==> src/rtl/dmem_pkg.sv <==
// Shared definitions for the data-memory port arbiter: default widths and
// the owner encoding used to steer the BRAM port.
package dmem_pkg;

  localparam int unsigned WIDTH_B_DEF = 32;
  localparam int unsigned ADDR_B_DEF  = 10;

  typedef enum logic {
    OWNER_CPU = 1'b0,
    OWNER_DBG = 1'b1
  } owner_e;

endpackage

==> src/rtl/dmem_starve_timer.sv <==
// Saturating count of cycles a pending debug request has been blocked;
// expired flags that the next debug access must be forced through.
module dmem_starve_timer #(
  parameter int unsigned STARVE_MAX = 8
) (
  input  logic clk,
  input  logic reset,
  input  logic blocked,
  input  logic clear,
  output logic expired
);

  localparam int unsigned CNT_W = $clog2(STARVE_MAX + 1);
  localparam logic [CNT_W-1:0] CNT_MAX = CNT_W'(STARVE_MAX);

  logic [CNT_W-1:0] cnt_q;
  logic [CNT_W-1:0] cnt_d;

  always_comb begin
    cnt_d = cnt_q;
    if (clear) begin
      cnt_d = '0;
    end else if (blocked && (cnt_q != CNT_MAX)) begin
      cnt_d = cnt_q + 1'b1;
    end
  end

  always_ff @(posedge clk) begin
    if (reset) begin
      cnt_q <= '0;
    end else begin
      cnt_q <= cnt_d;
    end
  end

  assign expired = (cnt_q == CNT_MAX);

endmodule

==> src/rtl/dmem_port_arbiter.sv <==
// Shares the single-port data BRAM between the MEM stage (fixed priority)
// and the debug unit, with a starvation timer forcing one debug access.
module dmem_port_arbiter
  import dmem_pkg::*;
#(
  parameter int unsigned WIDTH_B    = WIDTH_B_DEF,
  parameter int unsigned ADDR_B     = ADDR_B_DEF,
  parameter int unsigned STARVE_MAX = 8
) (
  input  logic               clk,
  input  logic               reset,
  input  logic               cpu_mem_read,
  input  logic               cpu_mem_write,
  input  logic [ADDR_B-1:0]  cpu_addr,
  input  logic [WIDTH_B-1:0] cpu_wdata,
  output logic [WIDTH_B-1:0] cpu_rdata,
  output logic               cpu_stall,
  input  logic               dbg_req,
  input  logic               dbg_we,
  input  logic [ADDR_B-1:0]  dbg_addr,
  input  logic [WIDTH_B-1:0] dbg_wdata,
  output logic               dbg_gnt,
  output logic               dbg_rvalid,
  output logic [WIDTH_B-1:0] dbg_rdata,
  output logic               ram_we,
  output logic [ADDR_B-1:0]  ram_addr,
  output logic [WIDTH_B-1:0] ram_din,
  input  logic [WIDTH_B-1:0] ram_dout
);

  logic   cpu_active;
  logic   cpu_wr;
  logic   expired;
  logic   force_dbg;
  owner_e owner;
  logic   rd_owner_dbg_q;
  logic   rd_owner_dbg_d;

  assign cpu_active = cpu_mem_read | cpu_mem_write;
  // Simultaneous read and write requests are treated as a read.
  assign cpu_wr     = cpu_mem_write & ~cpu_mem_read;
  assign force_dbg  = expired & dbg_req;

  always_comb begin
    owner     = OWNER_CPU;
    ram_addr  = cpu_addr;
    ram_din   = cpu_wdata;
    ram_we    = cpu_wr & ~reset;
    dbg_gnt   = 1'b0;
    cpu_stall = 1'b0;
    if (force_dbg || (dbg_req && !cpu_active)) begin
      owner = OWNER_DBG;
    end
    if (owner == OWNER_DBG) begin
      ram_addr  = dbg_addr;
      ram_din   = dbg_wdata;
      ram_we    = dbg_we & ~reset;
      dbg_gnt   = ~reset;
      cpu_stall = force_dbg & cpu_active & ~reset;
    end
  end

  dmem_starve_timer #(
    .STARVE_MAX(STARVE_MAX)
  ) u_starve_timer (
    .clk    (clk),
    .reset  (reset),
    .blocked(dbg_req & cpu_active & ~dbg_gnt),
    .clear  (~dbg_req | dbg_gnt),
    .expired(expired)
  );

  assign rd_owner_dbg_d = dbg_gnt & ~dbg_we;

  always_ff @(posedge clk) begin
    if (reset) begin
      rd_owner_dbg_q <= 1'b0;
    end else begin
      rd_owner_dbg_q <= rd_owner_dbg_d;
    end
  end

  assign dbg_rvalid = rd_owner_dbg_q & ~reset;
  assign dbg_rdata  = ram_dout;
  assign cpu_rdata  = ram_dout;

endmodule

==> config.mk <==
export PLATFORM = sky130hd
export DESIGN_NAME = dmem_port_arbiter
export DESIGN_NICKNAME = d
export VERILOG_FILES = /design/src/rtl/dmem_pkg.sv /design/src/rtl/dmem_starve_timer.sv /design/src/rtl/dmem_port_arbiter.sv
export SDC_FILE = /design/constraint.sdc
export NUM_CORES = 1
export LEC_CHECK = 0
export CORE_AREA = 2 2 90 92
export DETAILED_ROUTE_END_ITERATION = 16
export DIE_AREA = 0 0 92 94
export GPL_TIMING_DRIVEN = 0
export PLACE_DENSITY = 0.71
export SYNTH_ARGS = -nofsm -noshare
export SYNTH_HDL_FRONTEND = slang
export SYNTH_HIERARCHICAL = 1
export SYNTH_SLANG_ARGS = --single-unit
export TNS_END_PERCENT = 10
==> constraint.sdc <==
create_clock -name clk -period 2.8 [get_ports clk]
set_input_delay 0.42 -clock clk [delete_from_list [all_inputs] [get_ports clk]]
set_output_delay 0.42 -clock clk [all_outputs]
set_load 0.02 [all_outputs]
### Yosys cells after proc, flatten, opt, wreduce, memory -nomap -nowiden

Cells that the tools add are included.

* register bits: 5
* input bits: 122
* output and inout bits: 110

* equality and inequality tests: 2
* multiplexer cells: 6
* bitwise operators: 17
* add/subtract/negate cells: 1
* reductions and logical operators: 5

Operator list (count)
* 32-bit two-way mux: 1
* 1-bit bitwise AND: 10
* 10-bit two-way mux: 1
* 1-bit inverter: 5
* 4-bit by 1-bit adder with 4-bit output, second input constant: 1
* 4-bit equality test, second input constant: 1
* 1-bit two-way mux: 4
* 4-bit != test, second input constant: 1
* 1-bit logical AND: 2
* 1-bit OR: 2
* 2-bit OR reduction: 1
* 1-bit zero test: 1
* 1-bit logical OR: 1

### Longest topological paths before layout

Gate-level depths: netlist (run 1).

* word-level depth: 9
* mapped depth: 10
* gate-level depth less buffers: 10

### By module

Netlist (run 1), hierarchy kept.

By module, submodules not included
* dmem_port_arbiter: instances 1, cells each 127, area each 1268.7 um^2, seq. area each 20.0 um^2
* dmem_starve_timer: instances 1, cells each 25, area each 224.0 um^2, seq. area each 80.1 um^2

### Least setup slack after synthesis (run 1)

OpenSTA, ideal clock, no wires.

* kind: register -> output
* start: reg u_starve_timer.cnt_q[0]
* end: out cpu_stall
* stages on the path, launching flop included: 7
* arrival time: 1604 ps
* data required time: 2380 ps
* slack: 776 ps
* path through: dfxtp_1 inv_1 ha_1 nand3b_4 inv_2 inv_1 nor4b_1

* cells in the longest elaborated chain, start to end: 5
* elaborated cells on any way between the ends: 7

RTL lines
* from (decl): RTL line dmem_starve_timer.sv:16 `logic [CNT_W-1:0] cnt_q;`
* from (signal assigned): RTL line dmem_starve_timer.sv:32 `cnt_q <= cnt_d;`
* 4-bit equality test (*): RTL line dmem_starve_timer.sv:36 `assign expired = (cnt_q == CNT_MAX);`
* net expired: RTL line dmem_port_arbiter.sv:33 `logic expired;`
* 1-bit bitwise AND (*): RTL line dmem_port_arbiter.sv:42 `assign force_dbg = expired & dbg_req;`
* 1-bit bitwise AND or 1-bit logical OR (tied branches): RTL line dmem_port_arbiter.sv:59, dmem_port_arbiter.sv:51
* 1-bit bitwise AND or 1-bit two-way mux (tied branches): RTL line dmem_port_arbiter.sv:59, dmem_port_arbiter.sv:51
* 1-bit two-way mux (*): RTL line dmem_port_arbiter.sv:54 `if (owner == OWNER_DBG) begin`
* to (decl): RTL line dmem_port_arbiter.sv:17 `output logic cpu_stall,`

Mark *: on every way through the listed nets, which the timed path passes. The rest lies on a longest branch.

### Worst setup path after layout (run 1)

* start: reg u_starve_timer.cnt_q[0]
* end: out ram_din[27]

* cells in the longest elaborated chain, start to end: 5

RTL lines
* 4-bit equality test: RTL line dmem_starve_timer.sv:36
* net expired: RTL line dmem_port_arbiter.sv:33
* 1-bit bitwise AND: RTL line dmem_port_arbiter.sv:42
* 1-bit logical OR: RTL line dmem_port_arbiter.sv:51 `if (force_dbg || (dbg_req && !cpu_active)) begin`
* 1-bit two-way mux: RTL line dmem_port_arbiter.sv:51
* 32-bit two-way mux: RTL line dmem_port_arbiter.sv:54
* to (decl): RTL line dmem_port_arbiter.sv:27 `output logic [WIDTH_B-1:0] ram_din,`

The timed path passes the listed nets, and every way through them passes these cells.

==> results of run 1 <==
[flip-flops by register name, indices dropped and copies added (netlist names)]
register and flops:
rd_owner_dbg_q 1, u_starve_timer/cnt_q 4
[path summary, 6_finish.rpt]
path	from	end	slack, ns	cells past startpoint
worst max-delay path	u_starve_timer/cnt_q[0]	ram_din[27]	-0.02	8
worst min-delay path	u_starve_timer/cnt_q[2]	u_starve_timer/cnt_q[2]	0.50	2
worst max register to register	u_starve_timer/cnt_q[0]	u_starve_timer/cnt_q[2]	0.92	10
worst min register to register	u_starve_timer/cnt_q[2]	u_starve_timer/cnt_q[2]	0.50	2
[stage by stage]
stage | cells | util [%] | setup slack (ns)
finish | 460 | 48.1 | -0.0236
global route | 460 | 48.1 | -0.126
CTS | 459 | 47.9 | -0.0529
detailed placement | 453 | 47.5 | -0.00847
global placement | 453 | 47.5 | 0.00183
floorplan | 152 | - | 0.776
[Yosys cell counts, drive strengths merged]
master	number	area [um^2]
mux2	42	623
a21oi	1	5.00
nand2	3	11.3
nand3	3	15.0
dfxtp	5	100
or3	1	6.26
nor2	4	17.5
nor4b	2	17.5
o21ai	5	36.3
nor3b	1	7.51
nand4	1	6.26
xor2	1	8.76
a21boi	3	26.3
nor3	1	5.00
nand3b	1	20.0
buf	68	526
ha	2	25.0
o211ai	1	7.51
nor2b	1	6.26
inv	6	22.5
[area by class of cell]
class	instances	area, um^2
fillers	727	3950
repair buffers	202	1990
multi-input cells	73	845
plain buffers	68	526
well taps	102	128
flip-flops and latches	5	100
clock buffers	4	45.0
inverters	6	22.5
[metal layers]
| layer | vias up | track usage [%] |
|---|---|---|
| met5 | - | 0 |
| met4 | 0 | 2.61 |
| met3 | 4 | 4.57 |
| met2 | 97 | 25.4 |
| met1 | 792 | 14.0 |
| li1 | 862 | - |
[logic make-up after synthesis]
family | Yosys count | share of synthesized area, %
buffers and inverters | 74 | 36.7
muxes | 42 | 41.7
and+or+nand+nor | 18 | 7.54
AOI/OAI and AO/OA | 10 | 5.03
DFF | 5 | 6.71
adders and majority gates | 2 | 1.68
xor gates and xnor gates | 1 | 0.587
[critical path: stages (launching register included)]
cell             delay (ns)
dfxtp_1                0.37
inv_1                  0.08
ha_1                   0.22
nand3b_4               0.09
inv_2                  0.08
o21ai_4                0.25
buf_6                  0.22
mux2_4                 0.31
clkdlybuf4s50_1        0.54
[power groups by stage]
stage          Clock, W  Combinational [W]  Sequential [W]
4_1_cts        0.000135           0.000597       0.0000734
3_5_place_dp          0           0.000608       0.0000745
2_1_floorplan         0           0.000294       0.0000743
3_3_place_gp          0           0.000606       0.0000744
5_1_grt        0.000142           0.000621       0.0000735
6_report       0.000132           0.000592       0.0000735
[timing repair]
action	in CTS	in global routing
pin swaps	1	0
resized for setup	22	3
endpoints found under the setup margin	40	21
buffers inserted	2	1
==> out/summary.log, run 1 <==
INFO  job            drv_cap=0
INFO  critical_path  endpoint_required_time_on_the_critical_path=2.38ns
INFO  sta            hold_slack=0.500ns
INFO  synth          synth.yosys.warnings=6
INFO  floorplan      design.die.area=8650um^2
INFO  floorplan      floorplan.initialDensity=19.6%
INFO  routing        top_layer=met4
INFO  sta            final_critical_path_setup_slack=-0.0236ns
INFO  placed_design  placedInstanceArea=3610um^2
INFO  sta            setup_tns=-0.222ns
INFO  power_and_ir_drop total_power=0.000797W
INFO  power_and_ir_drop pwr-share-comb=74.3%
INFO  power_and_ir_drop p_int=0.000541W
INFO  sta            setup_viol=18
INFO  sta            hold_viol_final=0
INFO  sta            post-route-period-util=101%
INFO  critical_path  critical_path.max_fanout=10
INFO  synth          syn_avg_cell_area=9.82um^2
INFO  status         outcome=complete, but fails checks
INFO  routing        route.met3.wl=625um
INFO  critical_path  worstSetupEndpointType=output pin
INFO  routing        wl_per_cell=13.6um
INFO  power_and_ir_drop switching_share=32.1%
INFO  placed_design  dpl.hpwl=5430um
INFO  finish         num_antenna_cells=0
INFO  clock_network  cts-root-to-sink-buffers=2
INFO  routing        via_count=1755
INFO  synth          synthesis.instances=152
INFO  floorplan      ioPinCount=232
INFO  power_and_ir_drop power.clock.fraction=16.5%
INFO  floorplan      die_h=94um
INFO  synth          synth_fp_nets=276
INFO  floorplan      core=7610um^2
INFO  global_routing number_of_global_route_vias_before_repair=1798
INFO  power_and_ir_drop power-per-cell-area=218nW/um^2
INFO  global_routing grtUsageTotal=13.2%
INFO  clock_network  cts.sinks=5
INFO  routing        detail_route.wirelength.met1=2160um
INFO  routing        initialDrtViolationCount=23
INFO  power_and_ir_drop ir_drop=0.109mV
INFO  routing        post_drt_via_cell_ratio=3.82
INFO  clock_network  cts.root.buffer_cell=clkbuf_8
INFO  sta            grt_setup_unrepaired=true
INFO  power_and_ir_drop power.switching=0.000256W
INFO  critical_path  arrival=2.40ns
INFO  sta            layout_min_cycle_time=2.82ns
INFO  finish         mostFrequentLayoutCell=clkdlybuf4s50_1
INFO  clock_network  numCtsBuffers=3
INFO  routing        drc=0
INFO  status         violated_checks=setup timing
INFO  power_and_ir_drop pwr-share-seq=9.2%
INFO  clock_network  htreeDepth=1
INFO  global_routing grt_pass1_wl=9130um
INFO  finish         most-common-layout-cells=174 x clkdlybuf4s50_1, 67 x buf_4, 40 x mux2_4
INFO  sta            worstMarginPinSlew=0.298ns
INFO  synth          yosys_register_bits=5
INFO  power_and_ir_drop power.leakage=1.71nW
INFO  clock_network  worst_setup_hold_path_clk_slew=0.03ns
INFO  finish         layout.nets=483
INFO  min_path       hold_path_class=reg -> reg
INFO  routing        routed_wl=6250um
INFO  placed_design  io_buffers=199
INFO  clock_network  cts.hold.buffers_added=0
INFO  synth          netlist_area_before_placement=1490um^2
INFO  routing        wl_met2=3410um
INFO  sta            finalClockSkew=0.00217ns
INFO  floorplan      fp.dieW=92um
INFO  finish         final_area=3660um^2
INFO  clock_network  skew_pair_late_insertion_delay=0.22ns
INFO  clock_network  tritoncts=yes
INFO  finish         layout_area_overhead=145%
INFO  sta            slew_violations=0
INFO  finish         ratio_of_cells_with_drive_above_1_in_the_final_layout=33.8%
INFO  critical_path  critPathLaunchType=flop
INFO  routing        detailedRoute.firstPassIterationCount=4
INFO  floorplan      floorplan.rows=32
INFO  routing        antenna_nets_post_route=0
INFO  sta            timing.max_slew.rel_slack=80.0%
INFO  placed_design  place.gp.congestion=0.755
INFO  global_routing antenna_found_initial=0
INFO  global_routing grt_overflow_total=0
INFO  global_routing pin_count_of_the_biggest_net_entering_global_routing=11
INFO  critical_path  crit_type=reg -> out
INFO  sta            max_freq=0.354GHz
INFO  synth          seq_area_frac_synth=6.71%
INFO  synth          synth_cell_types=26
Note: power is estimated with default switching activity, not from simulation.
==> run 2: changes to the inputs <==
- CAP_MARGIN: default -> 20
==> results of run 2 <==
Same layout as run 1: the final DEF is identical, and so are final timing and power.
==> patch 1 (settings of run 1) <==
`STARVE_MAX` is set to 8 in 2 places; all go to 16.
--- a/src/rtl/dmem_starve_timer.sv
+++ b/src/rtl/dmem_starve_timer.sv
@@ -2,5 +2,5 @@
 // expired flags that the next debug access must be forced through.
 module dmem_starve_timer #(
-  parameter int unsigned STARVE_MAX = 8
+  parameter int unsigned STARVE_MAX = 16
 ) (
   input  logic clk,
--- a/src/rtl/dmem_port_arbiter.sv
+++ b/src/rtl/dmem_port_arbiter.sv
@@ -6,5 +6,5 @@
   parameter int unsigned WIDTH_B    = WIDTH_B_DEF,
   parameter int unsigned ADDR_B     = ADDR_B_DEF,
-  parameter int unsigned STARVE_MAX = 8
+  parameter int unsigned STARVE_MAX = 16
 ) (
   input  logic               clk,
Check against the original RTL: not equivalent (Yosys sat finds a counterexample within 10 cycles, from zero or initial values and one cycle with reset high).
==> patch 1 against run 1 <==
Count of clock-buffer cells in the layout fell by 1; wire length rose by 0.19%; sequential cell count rose by 1; global-route usage fell by 0.86 points; cell area rose by 2.7%; worst setup slack improved by 0.16 ns; power rose by 1.3%; clock skew rose by 0.0014 ns; synthesized cell count rose by 2.6%; area after synthesis rose by 3.9%; via count fell by 0.63%; fmax rose by 6.1%; critical endpoint is now ram_din[10]; largest cell class unchanged.
==> patch 1: results (changes against run 1) <==
Cells and area
  • Proportion of layout cells with a drive suffix above 1: 0.342 (+0.00368)
  • Top Registers: u_starve_timer/cnt_q: 5 flops, rd_owner_dbg_q: 1 flops
  • Fillers: 703 (-3.3%)
  • Final nets: 486 (+0.62%)
  • Ant diodes: 0 (unchanged)

Logic synthesis
  • Synth area leaders: mux2_4 39%, buf_4 31%, dfxtp_1 7.7%
  • Post-Synth XOR/XNOR Area: 0.0169 (+0.0111)
  • Syn Nets: 280 (+1.4%)
  • Synth Area in Adders: 0.0161 (-0.000622)
  • Dominant synthesized flop cell: dfxtp_1
  • Yosys cell types: 26 (unchanged)
  • Sequential area share after synthesis: 0.0775 (+0.0104)
  • Yosys warns: 6 (unchanged)
  • Commonest cells post-synth: 64 x buf_4, 40 x mux2_4, 6 x dfxtp_1
  • Mux contribution to synthesized area: 0.402 (-0.0155)
  • Post-synthesis compound-gate area fraction: 0.0484 (-0.00187)
  • Largest family of logic cells by synthesized area: multiplexers

Floorplanning
  • Core Rows: 32 (unchanged)
  • Die Width: 92 um (unchanged)

Route
  • Routed wire length: 6260 um (+0.19%)
  • Iter 0 DRT Violations: 38 (+65%)
  • Drt pass-1 iters: 4 (unchanged)
  • Via density: 3.77 (-1.1%)

Timing
  • Max-slew headroom: 0.765 (-0.0357)
  • Worst clock skew: 0.00354 ns (+0.00137 ns)
  • Hold_ws: 0.514 ns (+0.0140 ns)

Placed design
  • RD Place Congestion: 0.684 (-9.4%)
  • I/O Buffers: 199 (unchanged)
  • Post-detailed-placement cell area: 3670 um^2 (+1.6%)
  • Final HPWL DP: 5550 um (+2.2%)

Power
  • Leak pwr: 0.00186 uW (+9.0%)
  • Cell Int Power: 546 uW (+1.0%)
  • VDD IR max: 0.0834 mV (-24%)

Worst hold path
  • Hold Path End: u_starve_timer/cnt_q[1]
  • Worst hold start: u_starve_timer/cnt_q[1]
  • Hold Crit Depth: 2 (unchanged)

Global routing
  • Initial antenna violation count: 0 (unchanged)
  • First-pass GRT wire length: 8570 um (-6.1%)
  • Largest net degree at the start of global routing: 11 (unchanged)
  • Vias in the first global route: 1,722 (-4.2%)
  • GRT Total Usage: 0.124 (-0.00863)

Critical path
  • R2r worst-path depth: 10 (unchanged)
  • R2R setup slack: ~0.91 ns
  • Reg-to-reg endpoint: u_starve_timer/cnt_q[4]
  • Arr. time, crit path: 2.24 ns (-0.16 ns)
  • R2r startpoint: u_starve_timer/cnt_q[0]

CTS
  • CTS root buf: clkbuf_8
  • Clock Latency Late Sink: 0.22 ns (about the same)
  • CTS clk-pin slew, worst paths: approximately 0.040 ns
  • CTS Buf Count: 3 (unchanged)
  • H-tree depth: 1 (unchanged)
  • Bufs on Longest Clock Path: 2 (unchanged)

Flow run
  • Maxcap violations: 0 (unchanged)

Status
  • Status: complete, no violations
## patch 1: layout make-up
| type | count | share of cell area |
|---|---|---|
| Timing Repair Buffer | 201 | 0.540 |
| Multi-Input combinational cell | 76 | 0.235 |
| Inverter | 6 | 0.00599 |
| Buffer | 68 | 0.143 |
| Tap cell | 102 | 0.0339 |
| Sequential cell | 6 | 0.0319 |
| Clock buffer | 3 | 0.0110 |
## patch 1: worst max path at each step
stage / slack (ns) / endpoint / startpoint / depth (start not counted)
floorplan: 0.71 / cpu_stall / u_starve_timer/cnt_q[0] / 6
global placement: -0.05 / ram_din[10] / cpu_mem_write / 6
detailed placement: -0.06 / ram_din[10] / cpu_mem_read / 6
CTS: -0.12 / ram_din[12] / u_starve_timer/cnt_q[0] / 8
global route: 0.01 / ram_din[10] / u_starve_timer/cnt_q[0] / 9
finish: 0.14 / ram_din[10] / u_starve_timer/cnt_q[0] / 9
## patch 1: power by group through the flow
stage / sequential, uW / clock (uW) / combinational, uW
floorplan: 88.8 / 0 / 295
global placement: 89.0 / 0 / 607
detailed placement: 89.0 / 0 / 614
CTS: 87.7 / 132 / 596
global route: 87.8 / 139 / 620
finish: 87.7 / 128 / 592
## patch 1: critical path, stage by stage, from the launching register on
cell and delay (ns):
dfxtp_1 0.36, inv_1 0.08, ha_1 0.24, nand4bb_4 0.12, inv_2 0.10, o21ai_4 0.17, buf_12 0.14, buf_8 0.15
mux2_4 0.30, dlygate4sd2_1 0.34
## patch 1: cell families after synthesis
logic type | count (synthesis)
adders and majority gates | 2
AOI/OAI and AO/OA | 9
buffers and inverters | 74
xor gates and xnor gates | 3
muxes | 42
DFF | 6
and+or+nand+nor | 20
## patch 1: timing repair
item	4_1_cts	5_1_grt
gates resized for setup	26	20
setup endpoints to repair	42	22
setup buffers	1	1
cloned	0	0
pin swaps	1	1
## patch 1: through the flow
step,total power (uW),std cells,utilization,setup WS [ns]
2_1_floorplan,384,156,-,0.706
3_3_place_gp,696,457,0.482,-0.0491
3_5_place_dp,703,457,0.482,-0.0635
4_1_cts,817,461,0.485,-0.117
5_1_grt,847,462,0.494,0.0147
6_report,807,462,0.494,0.140
## patch 1: metal layers
| metal | wire [um] | track usage | up-vias |
|---|---|---|---|
| li1 | - | - | 872 |
| met1 | 2170 | 0.132 | 768 |
| met2 | 3470 | 0.240 | 98 |
| met3 | 540 | 0.0289 | 6 |
| met4 | 68 | 0.0373 | 0 |
| met5 | 0 | 0 | - |
==> patch 2 (settings of run 1) <==
Made on the original files. Make the reset (`reset`) asynchronous in 2 clocked blocks.
--- a/src/rtl/dmem_starve_timer.sv
+++ b/src/rtl/dmem_starve_timer.sv
@@ -26,5 +26,5 @@
   end
 
-  always_ff @(posedge clk) begin
+  always_ff @(posedge clk or posedge reset) begin
     if (reset) begin
       cnt_q <= '0;
--- a/src/rtl/dmem_port_arbiter.sv
+++ b/src/rtl/dmem_port_arbiter.sv
@@ -73,5 +73,5 @@
   assign rd_owner_dbg_d = dbg_gnt & ~dbg_we;
 
-  always_ff @(posedge clk) begin
+  always_ff @(posedge clk or posedge reset) begin
     if (reset) begin
       rd_owner_dbg_q <= 1'b0;
Function: differs if reset is asserted again (counterexample within 10 cycles, from zero or initial values and one cycle with reset high); with reset held inactive, the same outputs for 10 cycles.
==> patch 2 against run 1 <==
The run still ends with negative setup slack left; fmax down 0.61%; power up 1.1%; critical endpoint is now ram_addr[8]; clock skew down 0.0017 ns; cell area up 0.68%; sequential cell count unchanged; die area unchanged; clock power down 3%; register-to-register slack worse by 0.22 ns; worst hold slack better by 0.023 ns; synthesized cell count unchanged; worst setup slack worse by 0.017 ns; area after synthesis up 1.0%; wire length down 4.1%.
==> patch 2: results (changes against run 1) <==
Status
  • Status: finished, violations left
  • Violated checks: negative setup slack

Power
  • Clk power: 128 uW (-3%)
  • VDD IR max: 0.0972 mV (-11%)
  • Leak pwr: 0.00180 uW (+5.5%)
  • Seq pwr share: 0.096 (+0.004)
  • Switching share of total power: 0.321 (about the same)
  • PD cells: 219 nW/um^2 (+0.40%)

Global routing
  • GRT Total Usage: 0.116 (-0.0159)
  • Met3 usage: 0.0465 (+0.000803)
  • M1 GR Usage: 0.117 (-0.0231)
  • First-pass GRT wire length: 8140 um (-11%)
  • Met2 Track Usage GR: 0.231 (-0.0233)

Timing
  • Final worst setup slack: -0.0410 ns (-0.0174 ns)
  • Max-slew headroom: 0.571 (-0.230)
  • Worst clock skew: 0.000449 ns (-0.00172 ns)
  • Hold_ws: 0.524 ns (+0.0231 ns)
  • Final setup vio count: 15 (-3)

Critical path
  • Reg-to-reg endpoint: u_starve_timer/cnt_q[0]
  • R2r worst-path depth: 8 (-2)
  • Crit path to: ram_addr[8]
  • R2R setup slack: 0.70 ns (-0.22 ns)
  • Arr. time, crit path: 2.42 ns (+0.02 ns)
  • R2r startpoint: u_starve_timer/cnt_q[0]

Placed design
  • Setup slack at placement: -0.0179 ns (-0.00944 ns)
  • RD Place Congestion: 0.721 (-4.6%)
  • Post-detailed-placement cell area: 3630 um^2 (+0.42%)
  • Final HPWL DP: 5310 um (-2.2%)

Logic synthesis
  • Synth Area in Adders: 0.0166 (-0.000167)
  • Post-Synth XOR/XNOR Area: 0.00581 (-0.0000584)
  • Post-synthesis compound-gate area fraction: 0.0407 (-0.00963)
  • Yosys cell types: 24 (-7.7%)
  • Commonest cells post-synth: 64 x buf_4, 41 x mux2_4, 7 x inv_1
  • Mux contribution to synthesized area: 0.430 (+0.0124)
  • Syn Nets: 276 (unchanged)
  • Synth area leaders: mux2_4 41%, buf_4 32%, dfrtp_1 8.3%
  • Post-synth ARST share: 1.00 (+1.00)
  • Sequential area share after synthesis: 0.0830 (+0.0159)
  • Synthesized area per cell: 9.92 um^2 (+1.0%)
  • Dominant synthesized flop cell: dfrtp_1

Route
  • Via density: 3.82 (about the same)
  • Vias: 1,749 (-0.34%)
  • Iter 0 DRT Violations: 27 (+17%)
  • Routed wire length: 5990 um (-4.1%)

Worst hold path
  • Worst Hold Class: input pin to asynchronous set/reset pin

Cells and area
  • Proportion of layout cells with a drive suffix above 1: 0.331 (-0.00653)
  • Final nets: 481 (-0.41%)
[patch 2: layer usage]
metal | part of all wire | up-vias
li1 | - | 856
met1 | 0.33 | 799
met2 | 0.56 | 92
met3 | 0.11 | 2
met4 | 0.0013 | 0
met5 | 0 | -
[patch 2: final cells by class]
| class | count | area, um^2 |
|---|---|---|
| flip-flops and latches | 5 | 125 |
| fillers | 740 | 3920 |
| clock buffers | 4 | 45.0 |
| multi-input cells | 72 | 833 |
| repair buffers | 200 | 2000 |
| plain buffers | 68 | 526 |
| inverters | 7 | 26.3 |
| well taps | 102 | 128 |
[patch 2: what timing repair did]
item / 4_1_cts / 5_1_grt
gates resized for setup: 19 / 10
buffers inserted: 0 / 1
endpoints found under the setup margin: 40 / 24
pin swaps: 1 / 1
[patch 2: logic make-up after synthesis]
| logic type | after synthesis |
|---|---|
| simple gates | 17 |
| fa+ha+maj | 2 |
| mux | 44 |
| compound gates | 8 |
| xor+xnor | 1 |
| flops | 5 |
| buf+inv | 75 |
